<file path="config.mk">
export PLATFORM = sky130hd
export DESIGN_NAME = iter_shift_unit
export DESIGN_NICKNAME = d
export VERILOG_FILES = /design/src/rtl/iter_shift_unit.sv
export SDC_FILE = /design/constraint.sdc
export NUM_CORES = 1
export LEC_CHECK = 0
export BUFFER_PORTS_ARGS = -buffer_cell sky130_fd_sc_hd__buf_2
export CORE_MARGIN = 2
export CORE_UTILIZATION = 30
export CTS_CLUSTER_DIAMETER = 200
export DETAILED_ROUTE_END_ITERATION = 12
export PLACE_DENSITY = 0.51
export SYNTH_ARGS = -nofsm -noshare
export SYNTH_HDL_FRONTEND = slang
export SYNTH_SLANG_ARGS = --single-unit
</file>
<file path="constraint.sdc">
create_clock -name clk -period 7.15 [get_ports clk]
set_input_delay 1.43 -clock clk [delete_from_list [all_inputs] [get_ports clk]]
set_output_delay 1.43 -clock clk [all_outputs]
set_load 0.005 [all_outputs]
</file>
<file path="src/rtl/iter_shift_unit.sv">
// Iterative SLL/SRL/SRA unit: shifts up to STEP bits per cycle and returns the result over valid/ready.
// Optional macro ITER_SHIFT_PERF_CNT_EN adds the perf_shift_cycles counter output.
module iter_shift_unit #(
    parameter int DATA_W  = 32,
    parameter int SHAMT_W = 5,
    parameter int STEP    = 4
) (
    input  logic               clk,
    input  logic               rst,
    input  logic               flush,
    input  logic               in_valid,
    output logic               in_ready,
    input  logic [DATA_W-1:0]  in_data,
    input  logic [SHAMT_W-1:0] in_shamt,
    input  logic [1:0]         in_op,
    output logic               out_valid,
    input  logic               out_ready,
    output logic [DATA_W-1:0]  out_data,
`ifdef ITER_SHIFT_PERF_CNT_EN
    output logic [31:0]        perf_shift_cycles,
`endif
    output logic               busy
);

    typedef enum logic [1:0] {
        IDLE  = 2'b00,
        SHIFT = 2'b01,
        DONE  = 2'b10
    } state_t;

    localparam logic [1:0]         OP_SRL   = 2'b01;
    localparam logic [1:0]         OP_SRA   = 2'b11;
    localparam logic [SHAMT_W-1:0] STEP_AMT = SHAMT_W'(STEP);

    state_t             state_q;
    logic [DATA_W-1:0]  data_q;
    logic [SHAMT_W-1:0] rem_q;
    logic [1:0]         op_q;
    logic               out_valid_q;
    logic [DATA_W-1:0]  out_data_q;

    logic [SHAMT_W-1:0] k_d;
    logic [SHAMT_W-1:0] rem_d;
    logic [DATA_W-1:0]  data_d;

    // Reserved op 2'b10 falls through to SLL.
    function automatic logic [DATA_W-1:0] shift_step(
        input logic [DATA_W-1:0]  d,
        input logic [SHAMT_W-1:0] k,
        input logic [1:0]         op
    );
        logic signed [DATA_W-1:0] ds;
        ds = $signed(d);
        case (op)
            OP_SRL:  shift_step = d >> k;
            OP_SRA:  shift_step = $unsigned(ds >>> k);
            default: shift_step = d << k;
        endcase
    endfunction

    always_comb begin
        k_d    = (rem_q < STEP_AMT) ? rem_q : STEP_AMT;
        rem_d  = rem_q - k_d;
        data_d = shift_step(data_q, k_d, op_q);
    end

    assign in_ready  = (state_q == IDLE) && !flush;
    assign busy      = (state_q != IDLE);
    assign out_valid = out_valid_q;
    assign out_data  = out_data_q;

    // out_valid rises one cycle after entering DONE, giving 1 + ceil(shamt/STEP) latency.
    always_ff @(posedge clk) begin
        if (rst) begin
            state_q     <= IDLE;
            data_q      <= '0;
            rem_q       <= '0;
            op_q        <= '0;
            out_valid_q <= 1'b0;
            out_data_q  <= '0;
        end else if (flush) begin
            state_q     <= IDLE;
            rem_q       <= '0;
            out_valid_q <= 1'b0;
        end else begin
            case (state_q)
                IDLE: begin
                    if (in_valid) begin
                        data_q  <= in_data;
                        op_q    <= in_op;
                        rem_q   <= in_shamt;
                        state_q <= (in_shamt == '0) ? DONE : SHIFT;
                    end
                end
                SHIFT: begin
                    data_q <= data_d;
                    rem_q  <= rem_d;
                    if (rem_d == '0) begin
                        state_q <= DONE;
                    end
                end
                DONE: begin
                    if (!out_valid_q) begin
                        out_valid_q <= 1'b1;
                        out_data_q  <= data_q;
                    end else if (out_ready) begin
                        out_valid_q <= 1'b0;
                        state_q     <= IDLE;
                    end
                end
                default: state_q <= IDLE;
            endcase
        end
    end

`ifdef ITER_SHIFT_PERF_CNT_EN
    logic [31:0] perf_q;

    always_ff @(posedge clk) begin
        if (rst) begin
            perf_q <= '0;
        end else if (state_q == SHIFT) begin
            perf_q <= perf_q + 32'd1;
        end
    end

    assign perf_shift_cycles = perf_q;
`endif

endmodule

</file>
==> results of run 1 <==
## metal layers
| metal | up-vias | GRT usage |
|---|---|---|
| met5 | - | 0 |
| met4 | 0 | 0.0842 |
| met3 | 39 | 0.0381 |
| met2 | 299 | 0.311 |
| met1 | 2887 | 0.323 |
| li1 | 2856 | - |
## path summary, 6_finish.rpt
kind	end	depth (start not counted)	slack, ps	from
setup / recovery	in_ready	3	3910	flush
hold / removal	out_data[29]$_SDFFE_PP0P_	2	450	out_data[29]$_SDFFE_PP0P_
setup reg to reg	data_q[14]$_SDFFE_PP0P_	5	4030	rem_q[3]$_SDFFE_PP0P_
hold reg to reg	out_data[29]$_SDFFE_PP0P_	2	450	out_data[29]$_SDFFE_PP0P_
## cells by family after synthesis
group | after synthesis
compound gates | 206
mux | 73
xor+xnor | 2
simple gates | 327
fa+ha+maj | 1
other cells | 1
buf+inv | 103
flops | 74
## worst reg2reg max path, cell delays in order (launching register included)
cell	delay [ps]
dfxtp_1	520
nor4b_4	1050
buf_4	460
mux4_2	540
a211oi_1	320
nor4_1	70
## flip-flops by register name (all words and copies together) (netlist names)
name,cells
data_q,32
op_q,2
out_data,32
rem_q,5
state_q,2
out_valid,1
## layout make-up
cell class | instances | area (um^2) | area share
Clock buffer | 10 | 239 | 0.0374
Inverter | 12 | 45.0 | 0.00705
Sequential cell | 74 | 1480 | 0.232
Clock inverter | 5 | 55.1 | 0.00862
Timing Repair Buffer | 94 | 510 | 0.0800
Tap cell | 234 | 293 | 0.0459
Multi-Input combinational cell | 610 | 3760 | 0.589
## placed cells by master, fill, tap and decap left out, types with 4 or more instances in the layout
| cell type | instances |
|---|---|
| nor2_1 | 61 |
| or3_1 | 15 |
| nor4_1 | 10 |
| a311oi_1 | 14 |
| mux2_2 | 7 |
| a221oi_1 | 9 |
| mux4_2 | 6 |
| dfxtp_1 | 72 |
| nand2b_1 | 6 |
| nor2b_1 | 9 |
| a211oi_1 | 13 |
| buf_4 | 16 |
| mux2i_1 | 57 |
| o22ai_1 | 14 |
| buf_2 | 78 |
| nand2_1 | 160 |
| clkbuf_16 | 9 |
| o221ai_1 | 4 |
| inv_1 | 11 |
| a31oi_1 | 7 |
| nand3_1 | 20 |
| o21ai_0 | 31 |
| nor3_1 | 25 |
| a32oi_1 | 4 |
| o211ai_1 | 9 |
| a21oi_1 | 78 |
## power by group through the flow
stage	Clock [mW]	Combinational, mW	Sequential, mW
after floorplan	0	0.199	0.448
after global placement	0	0.240	0.494
after detailed placement	0	0.238	0.492
after CTS	0.475	0.239	0.483
after global routing	0.494	0.266	0.489
final	0.461	0.243	0.486
## per-stage QoR
stage | hold slack (ps) | cell area (um^2) | worst slack [ps]
6_report | 447 | 6380 | 3910
4_1_cts | 452 | 6380 | 3910
3_3_place_gp | 443 | 6090 | 3900
2_1_floorplan | 453 | 5670 | 3990
5_1_grt | 464 | 6380 | 3890
3_5_place_dp | 443 | 6090 | 3860
==> flow_metrics.tcl, run 1 <==
set metrics [dict create \
    status "complete, no violations" \
    grt_max_degree 68 \
    path_buf_inv 2 \
    ir_drop_v 0.000132 \
    timing.final.crit_period_ps 3240 \
    drc_errors 0 \
    die_h_um 141 \
    hpwl_um 14500 \
    critPathRequiredTime_ps 5720 \
    start_kind "input pin" \
    root_buffer "clkbuf_16" \
    initial_core_util 0.304 \
    slowest_stage "buf_2" \
    power_leakage_nw 2.27 \
    io_buffer_count 78 \
    clkPwrFrac 0.387 \
    fin_cells 1039 \
    path_cells "buf_2 > nor2_1 > buf_2" \
    vias 6081 \
    avgSynthCellArea_um2 7.21 \
    ctsHoldBuffers 0 \
    synth_area_leader_cell "dfxtp_1" \
    wl_met3_um 1720 \
    setup_viol 0 \
    path_common_cell "buf_2" \
    syn-instance-count 787 \
    gp_congestion 0.923 \
    tightest_slew_ps 1130 \
    grt_pass1_vias 5658 \
    netlist_area_um2 5670 \
    synthFlopType "dfxtp_1" \
    switching_share 0.328 \
    power_frac_seq 0.408 \
    clk_pin_slew_ps 60 \
    synth_common_cells "nand2_1 (160), a21oi_1 (78), dfxtp_1 (74), nor2_1 (61)" \
    clk_latency_ps 350 \
    synth_nets 832 \
    yosysMostFrequentCell "nand2_1" \
    ys_seq_elements 74 \
    switchingPower_mw 0.390 \
    synth_xor_xnor_area_share 0.00309 \
    synth_top_family_by_area "simple AND/OR/NAND/NOR gates" \
    cp_max_fo 10 \
    wl_met1_um 10200 \
    p_int_mw 0.800 \
    antenna_left 0 \
    dr_wl_met2_um 9160 \
    cts_max_level 3 \
    ys_async_sr_fraction 0 \
    cts_setup_buffers 0 \
    p_total_mw 1.19 \
    drive_above_1_share 0.178 \
    rsz0062_at_grt "no" \
    synthAdderAreaFrac 0.00221 \
    grt_pass1_wl_um 34100 \
    synth_seq_area_share 0.261 \
    synthTopCellsByArea "dfxtp_1 (26%), nand2_1 (11%), mux2i_1 (10%)" \
    n_antenna_cell 0 \
    holdCritPathClass "flop to flop" \
    layout.nets 846 \
    core_um2 18600 \
    synth.area.mux_share 0.152 \
    cts_tree "built" \
    highest_layer "met4" \
    combPwrFrac 0.204 \
    dp.cells 1024 \
    end_kind "output pin" \
    wl_per_cell_um 20.9 \
    skew_ps 8.60 \
    synth-compound-area-share 0.239 \
    drtIter0Drc 585 \
    cts_buffers 9 \
    clk_path_buf_depth 2 \
    hold_viol 0 \
    slew_viol_final 0 \
    cts_resized 0 \
    track_usage 0.218 \
    antenna_found_initial 0 \
    cap_violations 0 \
    yosys_warnings 0 \
    area_delta_synth_final_pct 12.6 \
    utilization 0.342 \
    fmax_ghz 0.308 \
    yosysUniqueCellTypes 64 \
    dr.pass1.iters 5 \
    finalWirelength_um 21700 \
    pin_count 79 \
    die_x_um 141 \
    criticalPathCategory "input pin to output pin" \
    finalSetupTns_ps 0 \
    fillers 2063 \
    synth_enable_flop_cells 0 \
    cts_sinks 74 \
    yosys.area_share.simple 0.262 \
    max_stage_delay_ps 160 \
    rows 50 \
    dieArea_um2 20000 \
    cp_top_family "buffers and inverters" \
    synth_top_area_share 0.261 \
    cp.arrival_ps 1810 \
    period_share 0.454 \
    power_density_nw_per_um2 186 \
    vias_per_cell 5.85 \
    gr-total-overflow 0 \
    max-slew-margin-rel 0.242 \
]
Note: power is estimated with default switching activity, not from simulation.
==> run 2, diff against run 1 <==
--- a/config.mk
+++ b/config.mk
@@ -10,7 +10,7 @@
 export CORE_UTILIZATION = 30
 export CTS_CLUSTER_DIAMETER = 200
 export DETAILED_ROUTE_END_ITERATION = 12
-export PLACE_DENSITY = 0.51
+export PLACE_DENSITY = 0.53
 export SYNTH_ARGS = -nofsm -noshare
 export SYNTH_HDL_FRONTEND = slang
 export SYNTH_SLANG_ARGS = --single-unit
==> constraint.sdc (replaced) <==
create_clock -name clk -period 2.9 [get_ports clk]
set_input_delay 0.58 -clock clk [delete_from_list [all_inputs] [get_ports clk]]
set_output_delay 0.58 -clock clk [all_outputs]
set_load 0.005 [all_outputs]
==> run 2 against run 1 <==
Compared with the run above: register-to-register slack lost 3500 ps; combinational power grew to 2.6 times the previous value; hold slack gained 2.3 ps; clock skew shrank 1.9 ps; via count is essentially flat; sequential cell count is the same; setup slack lost 3400 ps; wire length grew 0.68%; largest cell class unchanged.
==> flow_metrics.tcl, run 2 (synthesis gave the netlist of run 1 again) <==
set metrics [dict create \
    status "complete, no violations" \
    setup_viol 0 \
    die_h_um 141 \
    core_um2 18600 \
    holdCritPathClass "flop to flop" \
    grt_max_degree 67 \
    hold_viol 0 \
    end_kind "flop" \
    finalWirelength_um 21900 \
    drtIter0Drc 647 \
    period_share 0.831 \
    antenna_left 0 \
    hold_depth 2 \
    dp_slack_ps 573 \
    initial_core_util 0.304 \
    cap_violations 0 \
    cts_resized 0 \
    wl_per_cell_um 20.6 \
    mostFrequentLayoutCells "nand2_1 (160), a21oi_1 (78), buf_2 (78)" \
    dp.cells 1044 \
    power_leakage_nw 2.40 \
    timing.rr.end "data_q[18]$_SDFFE_PP0P_" \
    pin_count 79 \
    cts_sinks 74 \
    utilization 0.354 \
    power_density_nw_per_um2 474 \
    criticalPathCategory "flop to flop" \
    tightest_slew_ps 767 \
    skew_ps 6.69 \
    ff2ff_path_depth 6 \
    io_buffer_count 78 \
    cp_max_fo 35 \
    area_delta_synth_final_pct 16.3 \
    clk_pin_slew_ps 60 \
    r2r_start "rem_q[2]$_SDFFE_PP0P_" \
    clk_path_buf_depth 2 \
    cts_max_level 3 \
    ctsHoldBuffers 0 \
    finalSetupTns_ps 0 \
    drc_errors 0 \
    vias_per_cell 5.74 \
    ir_drop_v 0.000280 \
    fmax_ghz 0.415 \
    cts_setup_buffers 0 \
    max-slew-margin-rel 0.489 \
    grt_pass1_vias 5755 \
    root_buffer "clkbuf_16" \
    track_usage 0.220 \
    grt_pass1_wl_um 34300 \
    hold_start "out_data[0]$_SDFFE_PP0P_" \
    layout.nets 866 \
    fin_cells 1060 \
    layout_commonest_cell "nand2_1" \
    rrSetupSlack_ps 490 \
    vias 6087 \
    antenna_found_initial 0 \
    critPathRequiredTime_ps 3190 \
    rows 50 \
    dieArea_um2 20000 \
    min_to "out_data[0]$_SDFFE_PP0P_" \
    startpoint "rem_q[2]$_SDFFE_PP0P_" \
    die_x_um 141 \
    gr-total-overflow 0 \
    start_kind "flop" \
    clk_latency_ps 350 \
    fillers 2048 \
    hpwl_um 15100 \
    cp.arrival_ps 2700 \
    drive_above_1_share 0.199 \
    cts_buffers 9 \
    rsz0062_at_grt "no" \
    timing.final.crit_period_ps 2410 \
    dr.pass1.iters 5 \
    slew_viol_final 0 \
    gp_congestion 0.903 \
    setup_ws_ps 490 \
    n_antenna_cell 0 \
    cts_tree "built" \
]
run 2: cell type report:
| class | instances | area, um^2 | share of cell area |
|---|---|---|---|
| clock buffer | 12 | 267 | 0.0404 |
| tap | 234 | 293 | 0.0444 |
| multi-input combinational | 610 | 3750 | 0.568 |
| timing repair buffer | 114 | 686 | 0.104 |
| sequential | 74 | 1480 | 0.225 |
| clock inverter | 4 | 72.6 | 0.0110 |
| inverter | 12 | 45.0 | 0.00683 |
run 2: how the worst max path moves through the flow:
| stage | end | slack (ps) |
|---|---|---|
| CTS | data_q[18]$_SDFFE_PP0P_ | 550 |
| floorplan | state_q[0]$_SDFFE_PP0P_ | 380 |
| finish | data_q[18]$_SDFFE_PP0P_ | 490 |
| global route | state_q[0]$_SDFFE_PP0P_ | 330 |
| global placement | data_q[29]$_SDFFE_PP0P_ | 550 |
| detailed placement | data_q[18]$_SDFFE_PP0P_ | 570 |
run 2: through the flow:
stage / hold slack, ps / power (mW) / instance area (um^2)
6_report: 450 / 3.12 / 6600
5_1_grt: 462 / 3.26 / 6600
4_1_cts: 453 / 3.13 / 6600
3_5_place_dp: 445 / 1.83 / 6260
3_3_place_gp: 441 / 1.83 / 6260
2_1_floorplan: 453 / 1.60 / 5670
run 2: power breakdown:
part	leakage [nW]	internal, mW	switching [mW]	total, mW
Sequential	0.604	1.06	0.129	1.19
Clock	0.165	0.823	0.475	1.30
Combinational	1.63	0.254	0.384	0.638
Total	2.40	2.14	0.988	3.12
run 2: per-layer routing:
| layer | track usage | up-vias | share of wire |
|---|---|---|---|
| met1 | 0.318 | 2889 | 0.47 |
| met3 | 0.0462 | 29 | 0.081 |
| met4 | 0.0726 | 0 | 0.019 |
| met2 | 0.324 | 276 | 0.43 |
| met5 | 0 | - | 0 |
| li1 | - | 2893 | - |
run 2: critical path, stage by stage, from the launching register on:
cell and delay, ps:
dfxtp_1 460, or4b_1 630, buf_12 210, mux2i_1 190
mux2_2 290, a221oi_1 290, o221a_2 240
==> run 3, diff against run 2 <==
--- a/config.mk
+++ b/config.mk
@@ -5,6 +5,7 @@
 export SDC_FILE = /design/constraint.sdc
 export NUM_CORES = 1
 export LEC_CHECK = 0
+export ABC_AREA = 1
 export BUFFER_PORTS_ARGS = -buffer_cell sky130_fd_sc_hd__buf_2
 export CORE_MARGIN = 2
 export CORE_UTILIZATION = 30
==> constraint.sdc (replaced) <==
create_clock -name clk -period 2.1 [get_ports clk]
set_input_delay 0.42 -clock clk [delete_from_list [all_inputs] [get_ports clk]]
set_output_delay 0.42 -clock clk [all_outputs]
set_load 0.005 [all_outputs]
==> run 3 against run 2 <==
Compared with the run above: clock power increased by 27%; first-iteration DRC count decreased by 16%; total power increased by 33%; wire length decreased by 20%; sequential power increased by 29%; clock-buffer cell count increased by 1; largest cell class unchanged; sequential cell count unchanged; highest routed layer unchanged; critical path type unchanged; setup slack got worse by 180 ps; largest power group unchanged; register-to-register slack got worse by 180 ps; clock skew increased by 4.2 ps; via count decreased by 4.7%.
==> flow_metrics.tcl, run 3 <==
set metrics [dict create \
    status "complete, no violations" \
    yosysUniqueCellTypes 40 \
    cts_sinks 74 \
    path_buf_inv 1 \
    pin_count 79 \
    synthFlopType "dfxtp_1" \
    drc_errors 0 \
    netlist_area_um2 5000 \
    mostFrequentLayoutCells "nand2_1 (256), a21oi_1 (104), buf_2 (78)" \
    path_common_cell "nand2_1" \
    synth_area_leader_cell "dfxtp_1" \
    multi_input_area_um2 3030 \
    antenna_left 0 \
    drive_above_1_share 0.153 \
    fillers 1832 \
    power_leakage_nw 2.66 \
    clk_path_buf_depth 2 \
    placed_cell_area_um2 5660 \
    vias 5800 \
    grt_pass1_wl_um 28300 \
    synthTopCellsByArea "dfxtp_1 (30%), nand2_1 (19%), a21oi_1 (10%)" \
    gr-total-overflow 0 \
    timing.final.crit_period_ps 1790 \
    ir_drop_v 0.000432 \
    synth_top_area_share 0.297 \
    path_cells "nand3_2 > buf_4 > o21ai_0 > nand2_1 > nand4_1 > nand2_1 > a21oi_1 > nor2_1" \
    r2r_start "rem_q[0]$_SDFFE_PP0P_" \
    syn-instance-count 840 \
    yosys.area_share.simple 0.355 \
    rsz0062_at_grt "no" \
    power_density_nw_per_um2 695 \
    fmax_ghz 0.560 \
    whs_ps 320 \
    track_usage 0.200 \
    slowest_stage "dfxtp_1" \
    hpwl_um 12200 \
    p_total_mw 4.15 \
    period_share 0.851 \
    die_x_um 133 \
    layout_commonest_cell "nand2_1" \
    synth_top_family_by_area "simple AND/OR/NAND/NOR gates" \
    ys_seq_elements 74 \
    cap_violations 0 \
    dieArea_um2 17700 \
    clk_latency_ps 360 \
    dr.pass1.iters 5 \
    core_um2 16400 \
    initial_core_util 0.305 \
    antenna_found_initial 0 \
    gp_congestion 0.879 \
    setup_viol 0 \
    root_buffer "clkbuf_16" \
    end_kind "flop" \
    dp_slack_ps 345 \
    synth_enable_flop_cells 0 \
    synth.area.mux_share 0 \
    rrSetupSlack_ps 310 \
    cts_max_level 3 \
    avgSynthCellArea_um2 5.95 \
    max_stage_delay_ps 520 \
    slew_viol_final 0 \
    rows 47 \
    yosys_warnings 0 \
    fin_area_um2 5970 \
    cp.arrival_ps 2030 \
    synthAdderAreaFrac 0.00250 \
    start_kind "flop" \
    critPathRequiredTime_ps 2340 \
    synth_xor_xnor_area_share 0.00175 \
    holdCritPathClass "input pin to flop" \
    ys_async_sr_fraction 0 \
    ctsHoldBuffers 0 \
    setup_ws_ps 313 \
    grt_max_degree 65 \
    layout.nets 944 \
    synth_nets 885 \
    io_buffer_count 78 \
    hold_viol 0 \
    drtIter0Drc 543 \
    vias_per_cell 5.16 \
    grt_pass1_vias 5339 \
    clk_pin_slew_ps 60 \
    hold_start "rst" \
    cts_tree "built" \
    startpoint "rem_q[0]$_SDFFE_PP0P_" \
    n_antenna_cell 0 \
    wl_per_cell_um 15.7 \
    cp_max_fo 23 \
    cp_top_family "flip-flops" \
    cts_resized 0 \
    die_h_um 133 \
    skew_ps 10.9 \
    yosysMostFrequentCell "nand2_1" \
    synth_common_cells "nand2_1 (256), a21oi_1 (104), o21ai_0 (77), dfxtp_1 (74), nand3_1 (68)" \
    finalWirelength_um 17600 \
    ff_latch_area_um2 1480 \
    cts_buffers 9 \
    area_delta_synth_final_pct 19.5 \
    criticalPathCategory "flop to flop" \
    finalSetupTns_ps 0 \
    synth-compound-area-share 0.247 \
    cts_setup_buffers 0 \
    synth_seq_area_share 0.297 \
]
==> run 3: cell count changes in the layout (fill, tap and decap cells not counted), sizes merged, moves of 11 or more <==
cell	delta
or3	-15
o22ai	-13
nand2	+97
nor3	-24
nand3	+50
a311oi	-14
mux2i	-58
inv	+50
o21ai	+60
buf	-11
nand4	+17
a21oi	+26
a211oi	-14
nor4	-11
==> run 3: layer usage <==
metal	part of all wire	track usage	wire (um)	up-vias
li1	-	-	-	2939
met1	0.47	0.276	8330	2636
met2	0.46	0.317	8040	201
met3	0.050	0.0303	883	24
met4	0.018	0.0735	317	0
met5	0	0	0	-
==> run 3: final timing paths <==
kind,cells after the start,to
worst min-delay path,2,data_q[29]$_SDFFE_PP0P_
worst min register to register,2,data_q[13]$_SDFFE_PP0P_
worst max-delay path,8,data_q[28]$_SDFFE_PP0P_
worst max register to register,8,data_q[28]$_SDFFE_PP0P_
==> run 3: cell type report <==
| cell class | instances | area share |
|---|---|---|
| Clock buffer | 13 | 0.0453 |
| Clock inverter | 2 | 0.00587 |
| Inverter | 62 | 0.0390 |
| Multi-Input combinational cell | 649 | 0.508 |
| Sequential cell | 74 | 0.248 |
| Tap cell | 220 | 0.0461 |
| Timing Repair Buffer | 103 | 0.107 |
==> run 3: kinds of logic (layout without fill, tap and decap cells) <==
family,after synthesis,after routing
compound gates,230,230
simple gates,416,416
other cells,1,1
buf+inv,117,180
xor+xnor,1,1
fa+ha+maj,1,1
flops,74,74
==> run 3: power breakdown <==
group,internal (mW),switching (mW),leakage (nW),total [mW]
combinational,0.330,0.634,1.90,0.963
clock,1.01,0.642,0.152,1.65
sequential,1.47,0.0641,0.603,1.53
total,2.81,1.34,2.66,4.15
==> run 3: through the flow <==
stage | cells | utilization
after floorplan | 840 | -
after global placement | 1108 | 0.345
after detailed placement | 1108 | 0.345
after CTS | 1123 | 0.364
after global routing | 1123 | 0.364
final | 1123 | 0.364
